**src/rtl/poly_sine_reader_pkg.sv**
```systemverilog
// Shared types and constants for the polyphonic sine reader.
// Also holds the elaboration-time quarter-wave table generator.
package poly_sine_reader_pkg;

   localparam int DEF_INT_BITS  = 10;
   localparam int DEF_FRAC_BITS = 10;
   localparam int PHASE_WIDTH   = DEF_INT_BITS + DEF_FRAC_BITS;

   typedef enum logic [1:0] {
      QUAD_RISE     = 2'd0,
      QUAD_FALL     = 2'd1,
      QUAD_NEG_RISE = 2'd2,
      QUAD_NEG_FALL = 2'd3
   } quad_e;

   typedef enum logic [1:0] {
      S_IDLE = 2'd0,
      S_ADDR = 2'd1,
      S_DATA = 2'd2
   } state_e;

   localparam logic signed [127:0] PI_Q60 = 128'sh3243F6A8885A308D;

   // round(amp * sin(pi*(2a+1)/2^ib)) using a Q60 Taylor series
   function automatic logic [31:0] sine_entry(
      input int a,
      input int ib,
      input int sw
   );
      logic signed [127:0] x;
      logic signed [127:0] x2;
      logic signed [127:0] term;
      logic signed [127:0] sum;
      logic signed [127:0] amp;
      x    = (PI_Q60 * 128'(2 * a + 1)) >>> ib;
      x2   = (x * x) >>> 60;
      term = x;
      sum  = x;
      for (int k = 1; k < 12; k++) begin
         term = -((term * x2) >>> 60) / 128'(2 * k * (2 * k + 1));
         sum  = sum + term;
      end
      amp = 128'((1 << (sw - 1)) - 1);
      sum = (sum * amp + (128'sd1 <<< 59)) >>> 60;
      return sum[31:0];
   endfunction

endpackage

```
**src/rtl/poly_sine_reader_rom.sv**
```systemverilog
// Quarter-wave sine magnitude ROM, one-cycle registered read.
// Contents are computed at elaboration from the half-step sine formula.
module sine_quarter_rom
   import poly_sine_reader_pkg::*;
#(
   parameter int ADDR_WIDTH = 8,
   parameter int DATA_WIDTH = 15,
   parameter int INT_BITS   = 10
) (
   input  logic                  clk_i,
   input  logic [ADDR_WIDTH-1:0] addr_i,
   output logic [DATA_WIDTH-1:0] data_o
);

   localparam int DEPTH = 1 << ADDR_WIDTH;

   logic [DATA_WIDTH-1:0] table_w [DEPTH];
   logic [DATA_WIDTH-1:0] data_q;

   for (genvar g = 0; g < DEPTH; g++) begin : g_tbl
      localparam logic [31:0] VAL = sine_entry(g, INT_BITS, DATA_WIDTH + 1);
      assign table_w[g] = VAL[DATA_WIDTH-1:0];
   end

   always_ff @(posedge clk_i) begin
      data_q <= table_w[addr_i];
   end

   assign data_o = data_q;

endmodule

```
**src/rtl/poly_sine_reader.sv**
```systemverilog
// Polyphonic phase-accumulator sine generator; voices share one
// quarter-wave ROM and one phase adder, mixed into one sample.
module poly_sine_reader
   import poly_sine_reader_pkg::*;
#(
   parameter int NUM_VOICES   = 4,
   parameter int INT_BITS     = DEF_INT_BITS,
   parameter int FRAC_BITS    = DEF_FRAC_BITS,
   parameter int SAMPLE_WIDTH = 16
) (
   input  logic                                     clk,
   input  logic                                     reset,
   input  logic [NUM_VOICES*(INT_BITS+FRAC_BITS)-1:0] step_sizes,
   input  logic [NUM_VOICES-1:0]                    voice_enable,
   input  logic                                     generate_next,
   output logic                                     sample_ready,
   output logic signed [SAMPLE_WIDTH-1:0]           sample,
   output logic                                     busy
);

   localparam int PW    = INT_BITS + FRAC_BITS;
   localparam int AW    = INT_BITS - 2;
   localparam int SH    = $clog2(NUM_VOICES);
   localparam int VW    = (SH > 0) ? SH : 1;
   localparam int ACC_W = SAMPLE_WIDTH + SH;
   localparam logic [VW-1:0] LAST_V = VW'(NUM_VOICES - 1);

   state_e                          state_q;
   logic [VW-1:0]                   voice_q;
   logic [PW-1:0]                   phase_q [NUM_VOICES];
   logic [PW-1:0]                   step_q  [NUM_VOICES];
   logic [NUM_VOICES-1:0]           en_q;
   logic signed [ACC_W-1:0]         acc_q;
   logic                            neg_q;
   logic                            ready_q;
   logic                            busy_q;
   logic signed [SAMPLE_WIDTH-1:0]  sample_q;

   logic [PW-1:0]                   cur_phase;
   logic [PW-1:0]                   phase_d;
   quad_e                           quad;
   logic [AW-1:0]                   rom_addr;
   logic [SAMPLE_WIDTH-2:0]         rom_data;
   logic signed [ACC_W-1:0]         mag;
   logic signed [ACC_W-1:0]         term;
   logic signed [ACC_W-1:0]         acc_d;

   sine_quarter_rom #(
      .ADDR_WIDTH (AW),
      .DATA_WIDTH (SAMPLE_WIDTH - 1),
      .INT_BITS   (INT_BITS)
   ) u_rom (
      .clk_i  (clk),
      .addr_i (rom_addr),
      .data_o (rom_data)
   );

   always_comb begin
      cur_phase = phase_q[voice_q];
      quad      = quad_e'(cur_phase[PW-1 -: 2]);
      rom_addr  = cur_phase[PW-3 -: AW];
      if ((quad == QUAD_FALL) || (quad == QUAD_NEG_FALL)) begin
         rom_addr = ~rom_addr;
      end
      // disabled voices restart from phase 0 when re-enabled
      phase_d = en_q[voice_q] ? (cur_phase + step_q[voice_q]) : '0;
      mag     = $signed({{(SH + 1){1'b0}}, rom_data});
      term    = '0;
      if (en_q[voice_q]) begin
         term = neg_q ? -mag : mag;
      end
      acc_d = acc_q + term;
   end

   always_ff @(posedge clk) begin
      if (reset) begin
         state_q  <= S_IDLE;
         voice_q  <= '0;
         en_q     <= '0;
         acc_q    <= '0;
         neg_q    <= 1'b0;
         ready_q  <= 1'b0;
         busy_q   <= 1'b0;
         sample_q <= '0;
         for (int v = 0; v < NUM_VOICES; v++) begin
            phase_q[v] <= '0;
            step_q[v]  <= '0;
         end
      end else begin
         ready_q <= 1'b0;
         unique case (state_q)
            S_IDLE: begin
               if (generate_next) begin
                  for (int v = 0; v < NUM_VOICES; v++) begin
                     step_q[v] <= step_sizes[v*PW +: PW];
                  end
                  en_q    <= voice_enable;
                  voice_q <= '0;
                  acc_q   <= '0;
                  busy_q  <= 1'b1;
                  state_q <= S_ADDR;
               end
            end
            S_ADDR: begin
               phase_q[voice_q] <= phase_d;
               neg_q   <= (quad == QUAD_NEG_RISE) || (quad == QUAD_NEG_FALL);
               state_q <= S_DATA;
            end
            S_DATA: begin
               if (voice_q == LAST_V) begin
                  sample_q <= SAMPLE_WIDTH'(acc_d >>> SH);
                  ready_q  <= 1'b1;
                  busy_q   <= 1'b0;
                  state_q  <= S_IDLE;
               end else begin
                  acc_q   <= acc_d;
                  voice_q <= voice_q + 1'b1;
                  state_q <= S_ADDR;
               end
            end
            default: state_q <= S_IDLE;
         endcase
      end
   end

   assign sample_ready = ready_q;
   assign sample       = sample_q;
   assign busy         = busy_q;

endmodule

```
**config.mk**
```make
export PLATFORM = sky130hd
export DESIGN_NAME = poly_sine_reader
export DESIGN_NICKNAME = d
export VERILOG_FILES = /design/src/rtl/poly_sine_reader_pkg.sv /design/src/rtl/poly_sine_reader_rom.sv /design/src/rtl/poly_sine_reader.sv
export SDC_FILE = /design/constraint.sdc
export NUM_CORES = 1
export LEC_CHECK = 0
export CAP_MARGIN = 15
export CORE_MARGIN = 2
export CORE_UTILIZATION = 40
export DETAILED_ROUTE_END_ITERATION = 8
export DONT_BUFFER_PORTS = 1
export PLACE_DENSITY = 0.5
export SLEW_MARGIN = 25
export SYNTH_ARGS = -nofsm -noshare
export SYNTH_HDL_FRONTEND = slang
export SYNTH_SLANG_ARGS = --single-unit
export TNS_END_PERCENT = 20
```
**constraint.sdc**
```tcl
create_clock -name clk -period 8.4 [get_ports clk]
set_input_delay 1.68 -clock clk [delete_from_list [all_inputs] [get_ports clk]]
set_output_delay 1.68 -clock clk [all_outputs]
set_load 0.02 [all_outputs]
```
## Yosys cells after proc, flatten, opt, wreduce, memory -nomap -nowiden

Memory sizes are Yosys's and may differ from the RTL's. A register that Yosys moved wholly into a read port is not among the register bits.
Cells that the tools add are included.
Widths: inputs -> output; s select.

| word-level totals | value |
|---|---|
| ROM bits | 3840 |
| bits in registers | 45 |
| memories | 3 |
| bits of input ports | 87 |
| bits in writable memories | 160 |
| output and inout port bits | 18 |
| logic and storage cells | 81 |

Memory list:

| name | depth | width | read ports | clocked after Yosys merged registers in | write ports | line | text |
|---|---|---|---|---|---|---|---|
| (no name shown) | 256 | 15 | 1 | 1 | 0 | poly_sine_reader_rom.sv:26 | `data_q <= table_w[addr_i];` |
| phase_q | 4 | 20 | 1 | 1 | 4 | poly_sine_reader.sv:30 | `logic [PW-1:0] phase_q [NUM_VOICES];` |
| step_q | 4 | 20 | 1 | 1 | 4 | poly_sine_reader.sv:31 | `logic [PW-1:0] step_q [NUM_VOICES];` |

| operators by class | value |
|---|---|
| order comparisons | 1 |
| add/subtract/negate cells | 4 |
| multiplexer cells | 39 |
| bitwise operators | 7 |
| reduce and logical (&&, ||, !) cells | 10 |
| equality and inequality tests | 9 |

Operators by type and width:

| cell | count |
|---|---|
| $mux 20 | 6 |
| $mux 18 | 4 |
| $pmux 18 s2 | 1 |
| $add 20x20->20 | 1 |
| $reduce_or 20->1 | 1 |
| $add 18x18->18 | 1 |
| $neg 15->18 | 1 |
| $mux 2 | 8 |
| $mux 1 | 15 |
| $not 8->9 | 1 |
| $eq 2x2->1 const B | 4 |
| $mux 8 | 1 |
| $not 8->8 | 1 |
| $ne 2x2->1 const B | 3 |
| $pmux 2 s3 | 1 |
| $reduce_and 3->1 | 2 |
| $eq 2x1->1 const B | 2 |
| $or 1x1->1 | 4 |
| $pmux 2 s2 | 1 |
| $reduce_and 2->1 | 2 |
| $lt 2x3->1 const B | 1 |
| $add 2x1->2 const B | 1 |
| $bmux 1 s2 | 1 |
| $logic_not 2->1 | 1 |
| 5 further kinds | 6 |

## Logic depth before layout (Yosys ltp)

Gate-level depths: netlist (run 1).

| depth | value |
|---|---|
| depth after elaboration | 6 |
| gate-level depth with buffers | 18 |
| mapped depth without buffers | 17 |

## Hierarchy

A second synthesis (run 1) with hierarchy kept.

| second synthesis, totals | value |
|---|---|
| cells, all modules | 1670 |
| area total of the unflattened synthesis | 15407.3 um2 |

Modules (own cells, without submodules):

| module | instances | cells each | area an instance (um2) | sequential area each (um2) |
|---|---|---|---|---|
| poly_sine_reader | 1 | 946 | 10804.1 | 5745.5 |
| sine_quarter_rom | 1 | 724 | 4603.2 | 300.3 |

## Least setup slack after synthesis (run 1)

Ideal clock, no wire load.

| timing path | value |
|---|---|
| path kind | input port to flip-flop |
| start point | input port reset |
| end point | memory step_q[0][0] (netlist bit), enable pin |
| buffers on the path | 2 |
| setup slack | 3993 ps |
| arrival time | 3608 ps |
| required time | 7601 ps |
| setup time | 799 ps |
| cell stages on the path | 4 |
| path through | clkbuf_1 inv_1 clkbuf_1 nand2_1 |

RTL lines:

| item | line | text |
|---|---|---|
| from (decl) | poly_sine_reader.sv:12 | `input logic reset,` |
| to (decl) | poly_sine_reader.sv:31 |  |

==> metrics, run 1 <==
status=finished clean; YS warnings=0; clock buffer depth=3; Rows=between 70 and 80; DIE WIDTH=200 um; commonest non-fill, non-tap cell in the layout=nor2_1; routed len/inst=26.4 um; capturing point of the worst reg2reg path=u_rom.data_o[7]; GPL Wtd Cong=0.971; Max Cap Violations=0; final worst path period share=64.2%; worst rel slew slack=between 20% and 30%; post-synthesis sequential area ratio=39.4%; first-pass GRT wire length=88.2 mm; Worst R2R Path Depth=12; initial core utilization=40.7%; Hold Slack=0.447 ns; Sum Neg Setup Slack=0 ns; Peak VDD IR=0.146 mV; worst-path fanout max=41; overall routing resource usage=around 29%; Worst setup EP type=flip-flop; die area=between 0.03 and 0.04 mm2; GRT overflow=0; Fin. Hold Viols=0; final WL=around 58 mm; startpoint types=flip-flop; CTS tree=yes; clock skew=0.0160 ns; Unique masters post-synth=79; Placement Setup Slack=3.24 ns; Antenna Nets Post-Route=0; WS Path Type=reg2reg; layout cells sized above 1=under 10%; H-tree depth=1; crit path to=u_rom.data_o[7]; Avg Inst Size Synth=8.79 um2; post-layout min period=5.40 ns; Worst Max-Slew Pin Slew=~1.2 ns; Power Total=~0.0034 W; IO Port Bufs=0; Post-CTS Setup Inserts=0; commonest cells after routing, fill and taps aside=nor2_1, nand2_1, edfxtp_1; Slowest-stage cell, CP=xor2_1; top_reg_cell synth=edfxtp_1; I/O pin cnt=105; worst endpoint required time=8.81 ns; post-synthesis cell area=0.0154 mm2; Slew Limit Fails=0; #FFs+latches synth=222; dpl hpwl=about 39 mm; data arrival time of the critical path=5.80 ns; RSZ-0062 raised after global routing=no; drt first-iter violations=1763; Synth area leaders=edfxtp_1, dfxtp_1, nor2_1; clock sink count=222; Die Ht=200 um; LEAKAGE=6.26 nW; Max Fclk=185 MHz; power density cells=slightly above 200 mW/mm2; Post-Syn Instances=1747; Hold Path Class=reg2reg; diodes inserted=0; critical path, cell by cell=buf_4, mux4_2, xor2_1, inv_1, ha_1, buf_4, nor2_1, nor2_1, o311ai_0, nand4_1, o311ai_0, o21ai_0; # resized after CTS=0; Area Growth Syn to Fin=8.19%; share of the synthesized area in the top cell type=31.3%; antenna violations before repair=0; hold buffers post-CTS=0; EDFF count, synth=160; core box area=0.0378 mm2; setup violators final=0; DRT Pass-1 Iters=6; DRC viols=0; routed vias/inst=6.44; CTS buffer count=26; post-route setup slack=3.00 ns; cell taking the most area after synthesis=edfxtp_1; largest net degree at the start of global routing=90; syn_nets=between 1500 and 2000; CP max stage delay=0.76 ns; CTS root buf=clkbuf_16; clock latency at the later pin of the worst-skew pair=~0.56 ns; vias in the first global route=about 14000; nets@finish=1815; ys async rst share=0%; setup slack, reg-to-reg=3.00 ns; Clk pin slew, worst setup/hold paths=0.06 ns; vias after detailed routing=14200
==> layout make-up <==
| cell class | instances | area [um2] |
|---|---|---|
| fillers | 3734 | 21100 |
| multi-input cells | 1334 | 8640 |
| flip-flops and latches | 222 | 6050 |
| clock buffers | 29 | 672 |
| well taps | 511 | 639 |
| repair buffers | 42 | 315 |
| inverters | 45 | 169 |
| clock inverters | 18 | 140 |
==> through the flow <==
step | area, um2 | utilization (%) | std cells
final | 16600 | 44.0 | 2201
after global routing | 16600 | 44.0 | 2201
after CTS | 16600 | 44.0 | 2201
after detailed placement | 15800 | 41.9 | 2154
after global placement | 15800 | 41.8 | 2154
after floorplan | 15400 | - | 1747
==> power breakdown <==
part	internal, W	switching [W]
clock	0.000609	0.000475
combinational	0.000302	0.000721
sequential	0.00125	0.0000583
total	0.00217	0.00125
==> worst max-delay path: cells and delay by family, from the launching register on <==
kind,cells,cell delay (ns)
buffers and inverters,3,1.26
multiplexers,1,0.60
AND/OR/NAND/NOR,3,1.02
AO/OA/AOI/OAI,3,0.83
flip-flops,1,0.40
XOR/XNOR,1,0.76
adder cells (fa/ha/maj),1,0.34
==> per-layer routing <==
metal / wire length, um / track usage [%] / up-vias
met5: 0 / 0 / -
met4: 2590 / 12.6 / 0
met3: 6080 / 7.01 / 175
met2: 23600 / 40.7 / 834
met1: 25800 / 43.5 / 6812
li1: - / - / 6363
==> worst min path at each step <==
stage,start,to,slack [ns],cells past startpoint
after CTS,en_q[0],en_q[0],0.45,2
final,en_q[0],en_q[0],0.45,2
after detailed placement,en_q[0],en_q[0],0.44,2
after floorplan,en_q[1],en_q[1],0.43,2
after global placement,en_q[0],en_q[0],0.44,2
after global routing,en_q[1],en_q[1],0.47,2
==> synthesized netlist by cell type (all sizes together), types with 6 or more instances <==
master,instances
o221ai,17
a211oi,18
o2111ai,6
o21a,7
nand2,202
a21o,11
xor2,24
a22oi,19
or3,7
a31oi,20
nor3,34
nor2,225
o22ai,26
o21ai,101
mux2i,14
ha,55
dfxtp,62
o31ai,12
a2111oi,9
clkbuf,108
a211o,7
xnor2,29
a221oi,17
edfxtp,160
buf,38
nand3,33
nor4,14
and3,85
o211ai,22
nand2b,13
and2,11
mux4,37
o41ai,7
o311ai,15
nor2b,14
o21bai,6
nand4,8
a221o,6
a21oi,149
inv,45
==> sequential cells by signal (all words and copies together) (netlist names), named ones only <==
name	flops
phase_q	80
step_q	80
acc_q	18
sample	16
u_rom.data_o	15
en_q	4
state_q	2
voice_q	2
busy	1
neg_q	1
sample_ready	1
==> cells by family after synthesis <==
kind of cell | after synthesis | synth area share (%)
AOI/OAI and AO/OA | 510 | 21.6
xor gates and xnor gates | 53 | 3.17
adders and majority gates | 57 | 4.74
buffers and inverters | 191 | 4.92
DFF | 222 | 39.4
muxes | 55 | 6.63
and+or+nand+nor | 659 | 19.6
Note: power is estimated with default switching activity, not from simulation.
==> run 2, diff against run 1 <==
==> constraint.sdc (replaced) <==
create_clock -name clk -period 5.21 [get_ports clk]
set_input_delay 1.042 -clock clk [delete_from_list [all_inputs] [get_ports clk]]
set_output_delay 1.042 -clock clk [all_outputs]
set_load 0.02 [all_outputs]
==> metrics, run 2 (synthesis gave the netlist of run 1 again) <==
status=finished clean; initial core utilization=40.7% (unchanged); vias in the first global route=14000 (+3.1%); Slowest-stage cell, CP=nor4_1; clock sink count=222 (unchanged); Worst Min Path Start=en_q[0]; power density cells=330 mW/mm2 (+61%); Clk pin slew, worst setup/hold paths=0.06 ns (about the same); IO Port Bufs=0 (unchanged); WS Path Type=reg2reg; Finished Layout Cells=2252 (+2.3%); Inst Count DP=2204 (+2.3%); routed len/inst=26.2 um (-0.65%); clock buffer depth=3 (unchanged); hold buffers post-CTS=0 (unchanged); Worst Max-Slew Pin Slew=0.967 ns (-0.191 ns); commonest cells after routing, fill and taps aside=nor2_1, nand2_1, edfxtp_1; CTS root buf=clkbuf_16; Max Fclk=231 MHz (+24%); finished layout cell area=0.0170 mm2 (+2.6%); Crit path buffers/inverters=2 (-1); layout cells sized above 1=11.6% (+2.6 points); met3 usage=7.63% (+0.62 points); CTS tree=yes; CTS buffer count=26 (unchanged); critical path, cell by cell=buf_4, mux4_2, ha_1, inv_1, fa_1, nor2b_1, o21ai_0, a21boi_0, o21ai_0, a21oi_1, o41ai_1, nor2_1, nor4_1, nor2_1; largest net degree at the start of global routing=90 (unchanged); area post-placement=0.0162 mm2 (+2.7%); Max Cap Violations=0 (unchanged); final WL=59.0 mm (+1.6%); Top delay family on crit path=compound AO/OA/AOI/OAI gates; GRT met1 Usage=42.4% (-1.0 points); DRT Pass-1 Iters=6 (unchanged); I/O pin cnt=105 (unchanged); vias after detailed routing=14500 (+2.3%); clock latency at the later pin of the worst-skew pair=0.55 ns (about the same); Power Total=0.00563 W (+65%); Sum Neg Setup Slack=0 ns (unchanged); setup violators final=0 (unchanged); Worst setup EP type=flip-flop; Fin. Hold Viols=0 (unchanged); Hold Path Class=reg2reg; CP max stage delay=0.66 ns (-0.10 ns); die area=0.0400 mm2 (unchanged); clock skew=0.0180 ns (+0.00198 ns); Post-CTS Setup Inserts=0 (unchanged); # resized after CTS=0 (unchanged); worst rel slew slack=35.5% (+13 points); startpoint types=flip-flop; Peak VDD IR=0.230 mV (+58%); DRC viols=0 (unchanged); worst-path fanout max=12 (-71%); overall routing resource usage=29.8% (+0.36 points); commonest non-fill, non-tap cell in the layout=nor2_1; nets@finish=1865 (+2.8%); drt first-iter violations=1843 (+4.5%); Hold Slack=0.450 ns (+0.00251 ns); Die Ht=200 um (unchanged); biggest regs=phase_q: 80 flops, step_q: 80 flops, acc_q: 18 flops; GPL Wtd Cong=1.06 (+8.9%); DIE WIDTH=200 um (unchanged); Area Growth Syn to Fin=11.0%; dpl hpwl=41.3 mm (+4.9%); H-tree depth=1 (unchanged); met2 GRT Util=41.9% (+1.3 points); Antenna Nets Post-Route=0 (unchanged); antenna violations before repair=2 (+2); worst endpoint required time=5.48 ns (-3.33 ns); GRT overflow=0 (unchanged); RSZ-0062 raised after global routing=no; post-layout min period=4.34 ns (-1.06 ns); final worst path period share=83.3% (+19 points); LEAKAGE=6.52 nW (+4.0%); Top Usage Layer GRT=met1; data arrival time of the critical path=4.61 ns (-1.19 ns); routed vias/inst=6.44 (about the same); Slew Limit Fails=0 (unchanged); Rows=71 (unchanged); core box area=0.0378 mm2 (unchanged); first-pass GRT wire length=89.0 mm (+0.84%)
==> run 2: cell types whose count changed in the layout (fill, tap and decap cells not counted), moves of 2 or more <==
cell / delta
buf_12: +4
buf_4: +46
clkbuf_1: +3
clkinv_1: +2
clkinv_2: -2
clkinv_4: -2
nand2_1: -4
nand2_2: +4
==> run 2: worst paths after layout <==
kind	cells after the start	slack, ns	to
worst max register to register	14	0.87	phase_q[1][16]
worst min register to register	2	0.45	en_q[0]
worst max-delay path	14	0.87	phase_q[1][16]
worst min-delay path	2	0.45	en_q[0]
==> run 2: cell type report <==
cell class,instances,area [um2]
flip-flops and latches,222,6050
clock buffers,31,669
repair buffers,92,741
multi-input cells,1334,8640
diodes,1,2.50
well taps,511,639
fillers,3683,20700
clock inverters,16,143
inverters,45,169
==> run 2: routing by layer <==
metal  vias to the layer above  routed length (um)
met5                         -                   7
met4                         2                2950
met3                       211                6540
met2                       917               24200
met1                      6895               25300
li1                       6483                   -
==> run 2: tightest hold or removal path, cell delays in order (launching register included) <==
cell     delay, ns
dfxtp_1       0.31
nand2_1       0.05
a21oi_1       0.05
==> run 2: report_power, final <==
part | total (W) | switching [W] | internal, W
clock network | 0.00176 | 0.000747 | 0.00102
logic | 0.00178 | 0.00122 | 0.000558
registers | 0.00209 | 0.0000684 | 0.00202
total | 0.00563 | 0.00204 | 0.00360
==> run 2: stage by stage <==
step / setup slack (ns) / util [%]
2_1_floorplan: 0.843 / -
3_3_place_gp: 0.979 / 42.9
3_5_place_dp: 0.844 / 43.0
4_1_cts: 0.832 / 45.1
5_1_grt: 0.499 / 45.2
6_report: 0.872 / 45.2
==> run 3, diff against run 2 <==
==> constraint.sdc (replaced) <==
create_clock -name clk -period 4 [get_ports clk]
set_input_delay 0.8 -clock clk [delete_from_list [all_inputs] [get_ports clk]]
set_output_delay 0.8 -clock clk [all_outputs]
set_load 0.02 [all_outputs]
==> metrics, run 3 (synthesis gave the netlist of run 1 again) <==
nets@finish=1967 (+5.5%); Antenna Nets Post-Route=0 (unchanged); antenna violations before repair=0 (-2); hold path depth=1 (-1); worst rel slew slack=45.8% (+10 points); worst-path fanout max=13 (+1); Worst R2R Path Depth=12 (-2); I/O pin cnt=105 (unchanged); # resized after CTS=0 (unchanged); clock network power share=30.3% (-1.0 points); die area=0.0400 mm2 (unchanged); Area Growth Syn to Fin=17.0%; vias after detailed routing=14700 (+1.7%); GPL Wtd Cong=1.01 (-4.4%); clock skew=0.0370 ns (+0.0190 ns); data arrival time of the critical path=4.35 ns (-0.26 ns); fin util=47.6% (+2.4 points); CTS buffer count=25 (-3.8%); LEAKAGE=7.06 nW (+8.3%); hold buffers post-CTS=0 (unchanged); # fillers=3665 (-0.49%); Slew Limit Fails=0 (unchanged); Worst Max-Slew Pin Slew=0.809 ns (-0.158 ns); setup slack, reg-to-reg=0.10 ns (-0.77 ns); power density cells=425 mW/mm2 (+29%); Slowest-stage cell, CP=mux4_2; setup violators final=0 (unchanged); Hold Crit Endpoint=busy; clock sink count=222 (unchanged); CTS tree=yes; final worst path period share=97.4% (+14 points); routed vias/inst=6.27 (-2.6%); WS Path Type=reg2reg; Hold Path Class=in2reg; core box area=0.0378 mm2 (unchanged); Hold Slack=0.328 ns (-0.122 ns); Net Switching=0.00269 W (+32%); final WL=61.3 mm (+3.9%); routed len/inst=26.1 um (-0.47%); largest net degree at the start of global routing=90 (unchanged); Post-CTS Setup Inserts=0 (unchanged); multi-input gate area in the final layout=0.00866 mm2 (+0.29%); status=finished clean; commonest cells after routing, fill and taps aside=nor2_1, nand2_1, buf_4; Placement Setup Slack=0.0971 ns (-0.747 ns); drt first-iter violations=1644 (-11%); critical path, cell by cell=buf_12, buf_4, mux4_2, buf_4, xnor2_2, nor2_1, buf_4, o311ai_0, o21ai_0, o41ai_1, buf_4, o22ai_1; Max Cap Violations=0 (unchanged); DRC viols=0 (unchanged); biggest regs=phase_q: 80 flops, step_q: 80 flops, acc_q: 18 flops; Crit path buffers/inverters=5 (+3); Max Fclk=257 MHz (+11%); clock latency at the later pin of the worst-skew pair=0.57 ns (+0.02 ns); CTS root buf=clkbuf_16; Fin. Hold Viols=0 (unchanged); worst endpoint required time=4.45 ns (-1.03 ns); critical path depth=12 (-2); Die Ht=200 um (unchanged); met2 GRT Util=44.3% (+2.4 points); Sum Neg Setup Slack=0 ns (unchanged); post-layout min period=3.90 ns (-0.441 ns); H-tree depth=1 (unchanged); Rows=71 (unchanged); DRT Pass-1 Iters=6 (unchanged); GRT met1 Usage=44.7% (+2.3 points); Int Power=0.00494 W (+37%); vias in the first global route=14200 (+0.89%); first-pass GRT wire length=92.4 mm (+3.9%); capturing point of the worst reg2reg path=u_rom.data_o[1]; power share of the sequential group=35.7% (-1.4 points); combinational share of power=34.0% (+2.4 points); Top delay family on crit path=buffers and inverters; Reg area=0.00605 mm2 (unchanged); clock buffer depth=3 (unchanged); layout cells sized above 1=16.3% (+4.7 points); Top Usage Layer GRT=met1; post-route setup slack=0.103 ns (-0.769 ns); IO Port Bufs=0 (unchanged); DIE WIDTH=200 um (unchanged); Clk pin slew, worst setup/hold paths=0.08 ns (+0.02 ns); initial core utilization=40.7% (unchanged); met3 usage=7.44% (-0.18 points); Net Sw Frac=35.2% (-0.88 points); CP max stage delay=0.66 ns (about the same); Power Total=0.00763 W (+35%); commonest non-fill, non-tap cell in the layout=nor2_1; overall routing resource usage=31.1% (+1.3 points); Worst setup EP type=flip-flop; startpoint types=flip-flop; Most common cell on crit path=buf_4; GRT overflow=0 (unchanged); Peak VDD IR=0.293 mV (+28%); Worst Min Path Start=reset; dpl hpwl=45.0 mm (+8.8%); RSZ-0062 raised after global routing=no
==> run 3: cell type report <==
class	instances	share of cell area, %
Sequential cell	222	33.7
Antenna cell	1	0.0139
Timing Repair Buffer	195	9.14
Clock inverter	7	0.710
Multi-Input combinational cell	1334	48.2
Inverter	45	0.940
Tap cell	511	3.56
Clock buffer	36	3.77
==> run 3: worst max-delay path by stage <==
stage | to | slack, ns | from
after floorplan | acc_q[16] | 0.02 | voice_q[0]
after detailed placement | phase_q[1][16] | 0.1 | flip-flop
after CTS | phase_q[1][16] | 0.08 | flip-flop
after global routing | acc_q[17] | 0.02 | u_rom.data_o[2]
final | u_rom.data_o[1] | 0.10 | flip-flop
after global placement | u_rom.data_o[1] | 0.14 | flip-flop
==> run 3: per-layer routing <==
metal | wire length [um] | vias up
met4 | 2900 | 0
met5 | 0 | -
met2 | 25200 | 837
li1 | - | 6673
met1 | 27200 | 7063
met3 | 6100 | 176
==> run 3: power groups by stage <==
stage	Sequential, W	Combinational [W]	Clock, W
2_1_floorplan	0.00274	0.00138	0
3_3_place_gp	0.00277	0.00253	0
3_5_place_dp	0.00277	0.00248	0
4_1_cts	0.00272	0.00250	0.00236
5_1_grt	0.00274	0.00274	0.00245
6_report	0.00272	0.00260	0.00231
==> run 3: worst register-to-register path, cell delays in order (launching register included) <==
cell and delay (ns):
dfxtp_2 0.35, buf_12 0.16, buf_4 0.20, mux4_2 0.66, buf_4 0.23, xnor2_2 0.63
nor2_1 0.30, buf_4 0.23, o311ai_0 0.08, o21ai_0 0.14, o41ai_1 0.56, buf_4 0.22
o22ai_1 0.06
==> run 3: stage by stage <==
step	instances	instance area, um2
after global routing	2350	18000
after CTS	2350	17900
after global placement	2307	17100
after floorplan	1747	15400
final	2351	18000
after detailed placement	2307	17100
